==> src/rtl/rf_exec_unit.sv <==
// Execute/writeback stage for a 2R/1W register file.
// Single-cycle ALU ops with WB forwarding; MUL is an iterative shift-add.
module rf_exec_unit #(
    parameter int DATA_WIDTH = 8,
    parameter int ADDR_WIDTH = 4
) (
    input  logic                  clk,
    input  logic                  rst,
    input  logic                  in_valid,
    output logic                  in_ready,
    input  logic [2:0]            in_op,
    input  logic [ADDR_WIDTH-1:0] in_rd,
    input  logic [ADDR_WIDTH-1:0] in_rs1,
    input  logic [ADDR_WIDTH-1:0] in_rs2,
    input  logic [DATA_WIDTH-1:0] in_imm,
    output logic [ADDR_WIDTH-1:0] rf_read_addr1,
    output logic [ADDR_WIDTH-1:0] rf_read_addr2,
    input  logic [DATA_WIDTH-1:0] rf_read_data1,
    input  logic [DATA_WIDTH-1:0] rf_read_data2,
    output logic                  rf_we,
    output logic [ADDR_WIDTH-1:0] rf_write_addr,
    output logic [DATA_WIDTH-1:0] rf_write_data,
    output logic                  flag_zero,
    output logic                  flag_carry,
    output logic                  busy
);
    localparam int W  = DATA_WIDTH;
    localparam int CW = (W > 1) ? $clog2(W) : 1;

    localparam logic [2:0] OP_ADD = 3'd0;
    localparam logic [2:0] OP_SUB = 3'd1;
    localparam logic [2:0] OP_AND = 3'd2;
    localparam logic [2:0] OP_OR  = 3'd3;
    localparam logic [2:0] OP_XOR = 3'd4;
    localparam logic [2:0] OP_LDI = 3'd5;
    localparam logic [2:0] OP_MUL = 3'd6;
    localparam logic [2:0] OP_NOP = 3'd7;

    typedef enum logic {S_IDLE, S_MUL} state_t;

    state_t                r_state;
    logic                  r_wb_valid;
    logic [ADDR_WIDTH-1:0] r_wb_rd;
    logic [W-1:0]          r_wb_data;
    logic                  r_zero;
    logic                  r_carry;
    logic [2*W-1:0]        r_mcand;
    logic [W-1:0]          r_mplier;
    logic [2*W-1:0]        r_acc;
    logic [CW-1:0]         r_cnt;
    logic [ADDR_WIDTH-1:0] r_mul_rd;

    logic [W-1:0]   w_a;
    logic [W-1:0]   w_b;
    logic [W:0]     w_sum;
    logic [W:0]     w_diff;
    logic [W-1:0]   w_res;
    logic           w_cout;
    logic [2*W-1:0] w_step;
    logic           w_mul_done;
    logic           w_accept;

    assign in_ready      = (r_state == S_IDLE);
    assign busy          = (r_state == S_MUL);
    assign rf_read_addr1 = in_rs1;
    assign rf_read_addr2 = in_rs2;
    assign rf_we         = r_wb_valid;
    assign rf_write_addr = r_wb_rd;
    assign rf_write_data = r_wb_data;
    assign flag_zero     = r_zero;
    assign flag_carry    = r_carry;

    // The WB result is not yet in the file, so bypass it to either operand.
    assign w_a = (r_wb_valid && r_wb_rd == in_rs1) ? r_wb_data : rf_read_data1;
    assign w_b = (r_wb_valid && r_wb_rd == in_rs2) ? r_wb_data : rf_read_data2;

    assign w_sum      = {1'b0, w_a} + {1'b0, w_b};
    assign w_diff     = {1'b0, w_a} - {1'b0, w_b};
    assign w_step     = r_acc + (r_mplier[0] ? r_mcand : '0);
    assign w_mul_done = (r_cnt == CW'(W - 1));
    assign w_accept   = in_valid && in_ready;

    always_comb begin
        w_res  = '0;
        w_cout = 1'b0;
        case (in_op)
            OP_ADD: begin
                w_res  = w_sum[W-1:0];
                w_cout = w_sum[W];
            end
            OP_SUB: begin
                w_res  = w_diff[W-1:0];
                w_cout = w_diff[W];
            end
            OP_AND:  w_res = w_a & w_b;
            OP_OR:   w_res = w_a | w_b;
            OP_XOR:  w_res = w_a ^ w_b;
            OP_LDI:  w_res = in_imm;
            default: w_res = '0;
        endcase
    end

    always_ff @(posedge clk) begin
        if (rst) begin
            r_state    <= S_IDLE;
            r_wb_valid <= 1'b0;
            r_wb_rd    <= '0;
            r_wb_data  <= '0;
            r_zero     <= 1'b0;
            r_carry    <= 1'b0;
            r_mcand    <= '0;
            r_mplier   <= '0;
            r_acc      <= '0;
            r_cnt      <= '0;
            r_mul_rd   <= '0;
        end else begin
            r_wb_valid <= 1'b0;
            case (r_state)
                S_IDLE: begin
                    if (w_accept && in_op == OP_MUL) begin
                        r_mcand  <= {{W{1'b0}}, w_a};
                        r_mplier <= w_b;
                        r_acc    <= '0;
                        r_cnt    <= '0;
                        r_mul_rd <= in_rd;
                        r_state  <= S_MUL;
                    end else if (w_accept && in_op != OP_NOP) begin
                        r_wb_valid <= 1'b1;
                        r_wb_rd    <= in_rd;
                        r_wb_data  <= w_res;
                        r_zero     <= (w_res == '0);
                        r_carry    <= w_cout;
                    end
                end
                S_MUL: begin
                    r_acc    <= w_step;
                    r_mcand  <= r_mcand << 1;
                    r_mplier <= r_mplier >> 1;
                    r_cnt    <= r_cnt + 1'b1;
                    if (w_mul_done) begin
                        r_wb_valid <= 1'b1;
                        r_wb_rd    <= r_mul_rd;
                        r_wb_data  <= w_step[W-1:0];
                        r_zero     <= (w_step[W-1:0] == '0);
                        r_carry    <= |w_step[2*W-1:W];
                        r_state    <= S_IDLE;
                    end
                end
                default: r_state <= S_IDLE;
            endcase
        end
    end
endmodule

==> config.mk <==
export PLATFORM = sky130hd
export DESIGN_NAME = rf_exec_unit
export DESIGN_NICKNAME = d
export VERILOG_FILES = /design/src/rtl/rf_exec_unit.sv
export SDC_FILE = /design/constraint.sdc
export NUM_CORES = 1
export LEC_CHECK = 0
export ABC_CLOCK_PERIOD_IN_PS = 5100
export BUFFER_PORTS_ARGS = -buffer_cell sky130_fd_sc_hd__buf_4
export CAP_MARGIN = 20
export CORE_MARGIN = 3
export CORE_UTILIZATION = 59
export CTS_CLUSTER_DIAMETER = 80
export DETAILED_ROUTE_END_ITERATION = 12
export PLACE_DENSITY = 0.77
export SLEW_MARGIN = 5
export SYNTH_ARGS = -nofsm -noshare
export SYNTH_HDL_FRONTEND = slang
export SYNTH_SLANG_ARGS = --single-unit
==> constraint.sdc <==
create_clock -name clk -period 5.1 [get_ports clk]
set_input_delay 1.02 -clock clk [delete_from_list [all_inputs] [get_ports clk]]
set_output_delay 1.02 -clock clk [all_outputs]
set_load 0.005 [all_outputs]
Yosys cells after proc, flatten, opt, wreduce, memory -nomap -nowiden --
Index checks and enable logic that the tools add are counted.
Word-level totals: register bits 63, bits of input ports 42, output and inout bits 25, word-level logic and storage cells 80
Operators by class: add/sub/neg operators 4, equal/unequal tests 14, mux-type cells 36, bitwise operators 4, reductions and logical operators 11
Operator list (count):
- $pmux 16 s2 | 2
- $mux 16 | 3
- $mux 8 | 6
- $pmux 8 s6 | 1
- $pmux 8 s2 | 2
- $add 16x16->16 | 1
- $logic_not 8->1 | 2
- $eq 3x3->1 const B | 4
- $mux 4 | 3
- $mux 1 | 11
- $pmux 1 s2 | 5
- $add 8x8->9 | 1
- $sub 8x8->9 | 1
- $and 8x8->8 | 1
- $eq 4x4->1 | 2
- $or 8x8->8 | 1
- $pmux 4 s2 | 1
- $reduce_or 8->1 | 1
- $xor 8x8->8 | 1
- $eq 3x2->1 const B | 2
- $ne 2x1->1 const B | 3
- $pmux 3 s2 | 1
- $logic_and 1x1->1 | 5
- $add 3x1->3 const B | 1
- 8 further kinds | 8

Logic depth before layout (Yosys ltp) --
word-level depth 9, depth in mapped cells 15, depth with buffers taken out 15

Worst setup path before layout --
OpenSTA, ideal clock, no wires.
path kind input-to-reg, start point in in_rs2[2], end point reg r_zero, in the netlist flag_zero, setup time 0.091 ns, arrival time 4.051 ns, setup slack 0.958 ns, stages 11, cell sequence xor2_1 > nor4_4 > mux2i_1 > ha_1 > or3_1 > a311oi_1 > nor2_1 > xor2_1 > a221oi_2 > nand4_1 > a311oi_1
Between the ends: cells in the longest elaborated chain, start to end 9, elaborated cells on any way between the ends 13
RTL lines:
- start, declared | line 14 | input logic [ADDR_WIDTH-1:0] in_rs2,
- $eq 4x4->1 (*) | line 75 | assign w_b = (r_wb_valid && r_wb_rd == in_rs2) ? r_wb_data : rf_read_data2;
- $logic_and 1x1->1 (*) | line 75
- $mux 8 (*) | line 75
- $sub 8x8->9 (tied with other cells) | line 78 | assign w_diff = {1'b0, w_a} - {1'b0, w_b};
- $pmux 8 s6 (*) | line 86 | case (in_op)
- $logic_not 8->1 (*) | line 131 | r_zero <= (w_res == '0);
- $mux 1 (*) | line 127 | end else if (w_accept && in_op != OP_NOP) begin
- $mux 1 (*) | line 120 | if (w_accept && in_op == OP_MUL) begin
- $pmux 1 s2 (*) | line 118 | case (r_state)
- end signal, assigned | line 131
- end signal, assigned | line 144 | r_zero <= (w_step[W-1:0] == '0);
- end, declared | line 45 | logic r_zero;
Mark *: on every way between the ends. The rest lies on a longest branch, timed or not. The select of a mux whose other input is x is not followed. A chain may end at the register's enable or synchronous reset.

Worst setup path after layout --
start point in in_rs1[2], end point reg r_zero, in the netlist flag_zero
Between the ends: cells in the longest elaborated chain, start to end 9, elaborated cells on any way between the ends 13
RTL lines:
- start, declared | line 13 | input logic [ADDR_WIDTH-1:0] in_rs1,
- $eq 4x4->1 (*) | line 74 | assign w_a = (r_wb_valid && r_wb_rd == in_rs1) ? r_wb_data : rf_read_data1;
- $logic_and 1x1->1 (*) | line 74
- $mux 8 (*) | line 74
- $sub 8x8->9 (tied with other cells) | line 78
- $pmux 8 s6 (*) | line 86
- $logic_not 8->1 (*) | line 131
- $mux 1 (*) | line 127
- $mux 1 (*) | line 120
- $pmux 1 s2 (*) | line 118
Marked as above.

==> reports/results.tsv <==
metric	value	unit
status	finished clean	
Die ar.	9640	um2
Max Cap Violations	0	
largest net degree at the start of global routing	64	
Netlist cell types	70	
Overflow after GRT	0	
Total GRT Usage	28.3	%
placed instance count	773	
WL/cell	17.5	um
worst hold path type	reg2reg	
Fin Clk Skew	0.0106	ns
CP Launch Point	in_rs1[2]	
Peak supply drop	0.000207	V
Worst setup EP type	register	
hold buffers post-CTS	0	
RSZ-0062 raised after global routing	no	
core area	7970	um2
total power	1.17	mW
I/O pin cnt	67	
area grow syn2layout	12.5	%
Max Root-Sink Buffers	2	
CTS root buf	clkbuf_8	
clock power share	31.6	%
Slew Viols, Final	0	
post-synthesis register bit count	63	
Arr. time, crit path	4.54	ns
Row Count	32	
setup TNS	0	ns
worst slew pin tran	0.991	ns
HPWL Detailed	10500	um
R2R setup slack	1.20	ns
slew margin rel.	33.6	%
Final Non-Filler Cells	788	
fmax	233	MHz
Period minus WS final	4.29	ns
FFs w/ async S/R, synth	0	%
Tcrit/Tclk final	84.1	%
Nets	769	
initial antenna violation count	0	
CTS clk-pin slew, worst paths	0.07	ns
Sequential Power Share	44.8	%
Die W	98.2	um
Startpoint Class	input port	
Synth Flop Type	dfxtp_1	
total CTS buffers	9	
Reg2Reg Depth	13	
Logic pwr share	23.6	%
Setup crit end	flag_zero	
worst r2r src	rf_write_addr[1]	
Pleak	2.35	nW
syn avg cell area	7.82	um2
DRT Pass-1 Iters	5	
Synth Cell Area	5010	um2
clk sinks	63	
Yosys Warn Count	0	
Post-synth EDFFs	0	
crit-path max FO	7	
FF-to-FF End	flag_zero	
register area share after synthesis	25.2	%
Req. time, crit path	5.35	ns
routability cong.	0.978	
die extent in y	98.2	um
switching power	360	uW
Final Hold Viols	0	
Power Internal	812	uW
final setup violation count	0	
DR vias	4962	
CP Class	in2reg	
drt drc	0	
Starting DRT DRC Count	344	
first-pass GRT wire length	22700	um
vias in the first global route	4622	
Power Density	208	nW/um2
fraction of layout cells with a size suffix above 1	16.5	%
post_cts resized	0	
WL final	13800	um
Initial Util	62.9	%
H-tree levels	3	
syn nets	728	
vias per cell	6.30	
Antenna Violating Nets Remaining	0	
port bufs	66	
Post-Synthesis Cells	641	
sw frac	30.7	%
TritonCTS clock tree	yes	
n_diodes	0	
number of setup buffers added after CTS	0	
later-pin clock latency in the skew report	0.34	ns
[Yosys cell counts (all sizes together) (11+ instances only)]
cell type / n / area [um2]
nand2: 60 / 225
buf: 18 / 115
ha: 42 / 526
a211oi: 22 / 170
xnor2: 11 / 96.3
and2: 18 / 113
mux2i: 24 / 240
inv: 29 / 109
o21ai: 16 / 83.8
dfxtp: 63 / 1260
nor3: 16 / 90.1
a21oi: 70 / 362
nand3: 31 / 155
xor2: 14 / 123
nor2: 59 / 221
clkbuf: 25 / 104
[power by group through the flow]
stage / Combinational [mW] / Clock (mW) / Sequential, mW
after floorplan: 0.186 / 0 / 0.530
after global placement: 0.268 / 0 / 0.536
after detailed placement: 0.273 / 0 / 0.536
after CTS: 0.274 / 0.374 / 0.525
after global routing: 0.304 / 0.398 / 0.527
final: 0.277 / 0.370 / 0.525
[critical path: stages]
cell,delay [ns]
buf_4,0.11
xor2_1,0.16
nor4_4,0.56
buf_4,0.27
mux2i_1,0.34
ha_1,0.36
and2b_1,0.22
a311oi_1,0.47
nor2_1,0.11
xor2_1,0.17
a221oi_2,0.33
nand4_1,0.14
a311oi_1,0.26
[routing by layer]
metal  global-route usage [%]  up-vias  wire, um
li1                         -     2375         -
met4                     6.72        0       223
met3                     6.00       24      1160
met5                        0        -         0
met2                     45.5      224      6320
met1                     38.9     2339      6130
[through the flow]
stage,setup WS [ns],util (%),area [um2],hold slack (ns)
global route,0.538,70.8,5640,0.482
finish,0.810,70.8,5640,0.457
CTS,0.884,70.8,5640,0.457
floorplan,0.958,-,5010,0.436
global placement,0.619,68.7,5480,0.442
detailed placement,0.541,68.7,5480,0.448
[final cells by class]
type / count / area [um2]
clock buffers: 11 / 141
flip-flops and latches: 63 / 1260
multi-input cells: 506 / 3430
well taps: 102 / 128
inverters: 29 / 109
repair buffers: 73 / 548
clock inverters: 4 / 22.5
fillers: 672 / 2330
[cells by family after synthesis]
| kind of cell | Yosys count | share of synthesized area, % |
|---|---|---|
| buf+inv | 72 | 6.54 |
| compound gates | 172 | 22.6 |
| flops | 63 | 25.2 |
| mux | 29 | 5.91 |
| xor+xnor | 25 | 4.37 |
| simple gates | 235 | 23.8 |
| fa+ha+maj | 45 | 11.7 |
[worst min-delay path by stage]
stage	startpoint	to	slack, ns	cells past startpoint
after floorplan	r_mul_rd[0]	r_mul_rd[0]	0.44	2
after global placement	r_mul_rd[1]	r_mul_rd[1]	0.44	2
after detailed placement	r_mul_rd[0]	r_mul_rd[0]	0.45	2
after CTS	r_mul_rd[0]	r_mul_rd[0]	0.46	2
after global routing	r_mul_rd[0]	r_mul_rd[0]	0.48	2
final	r_mul_rd[0]	r_mul_rd[0]	0.46	2
[flip-flops by register name, summed over array words and instances (netlist names)]
| name | count |
|---|---|
| rf_we | 1 |
| rf_write_addr | 4 |
| r_acc | 16 |
| r_mul_rd | 4 |
| busy | 1 |
| r_mplier | 8 |
| rf_write_data | 8 |
| r_mcand | 16 |
| flag_carry | 1 |
| flag_zero | 1 |
| r_cnt | 3 |
[placed cells by master, fill, tap and decap left out, types with 9 or more instances in the layout]
| master | count |
|---|---|
| clkbuf_8 | 10 |
| nand2b_1 | 9 |
| a211oi_1 | 21 |
| dfxtp_1 | 62 |
| mux2i_1 | 24 |
| nand3_1 | 31 |
| xor2_1 | 14 |
| buf_4 | 73 |
| nor3_1 | 13 |
| ha_1 | 42 |
| nand2_1 | 60 |
| and2_1 | 18 |
| a21oi_1 | 69 |
| xnor2_1 | 11 |
| inv_1 | 29 |
| o21ai_0 | 14 |
| nor2_1 | 59 |
No activity file was read; power rests on OpenSTA's default activity.
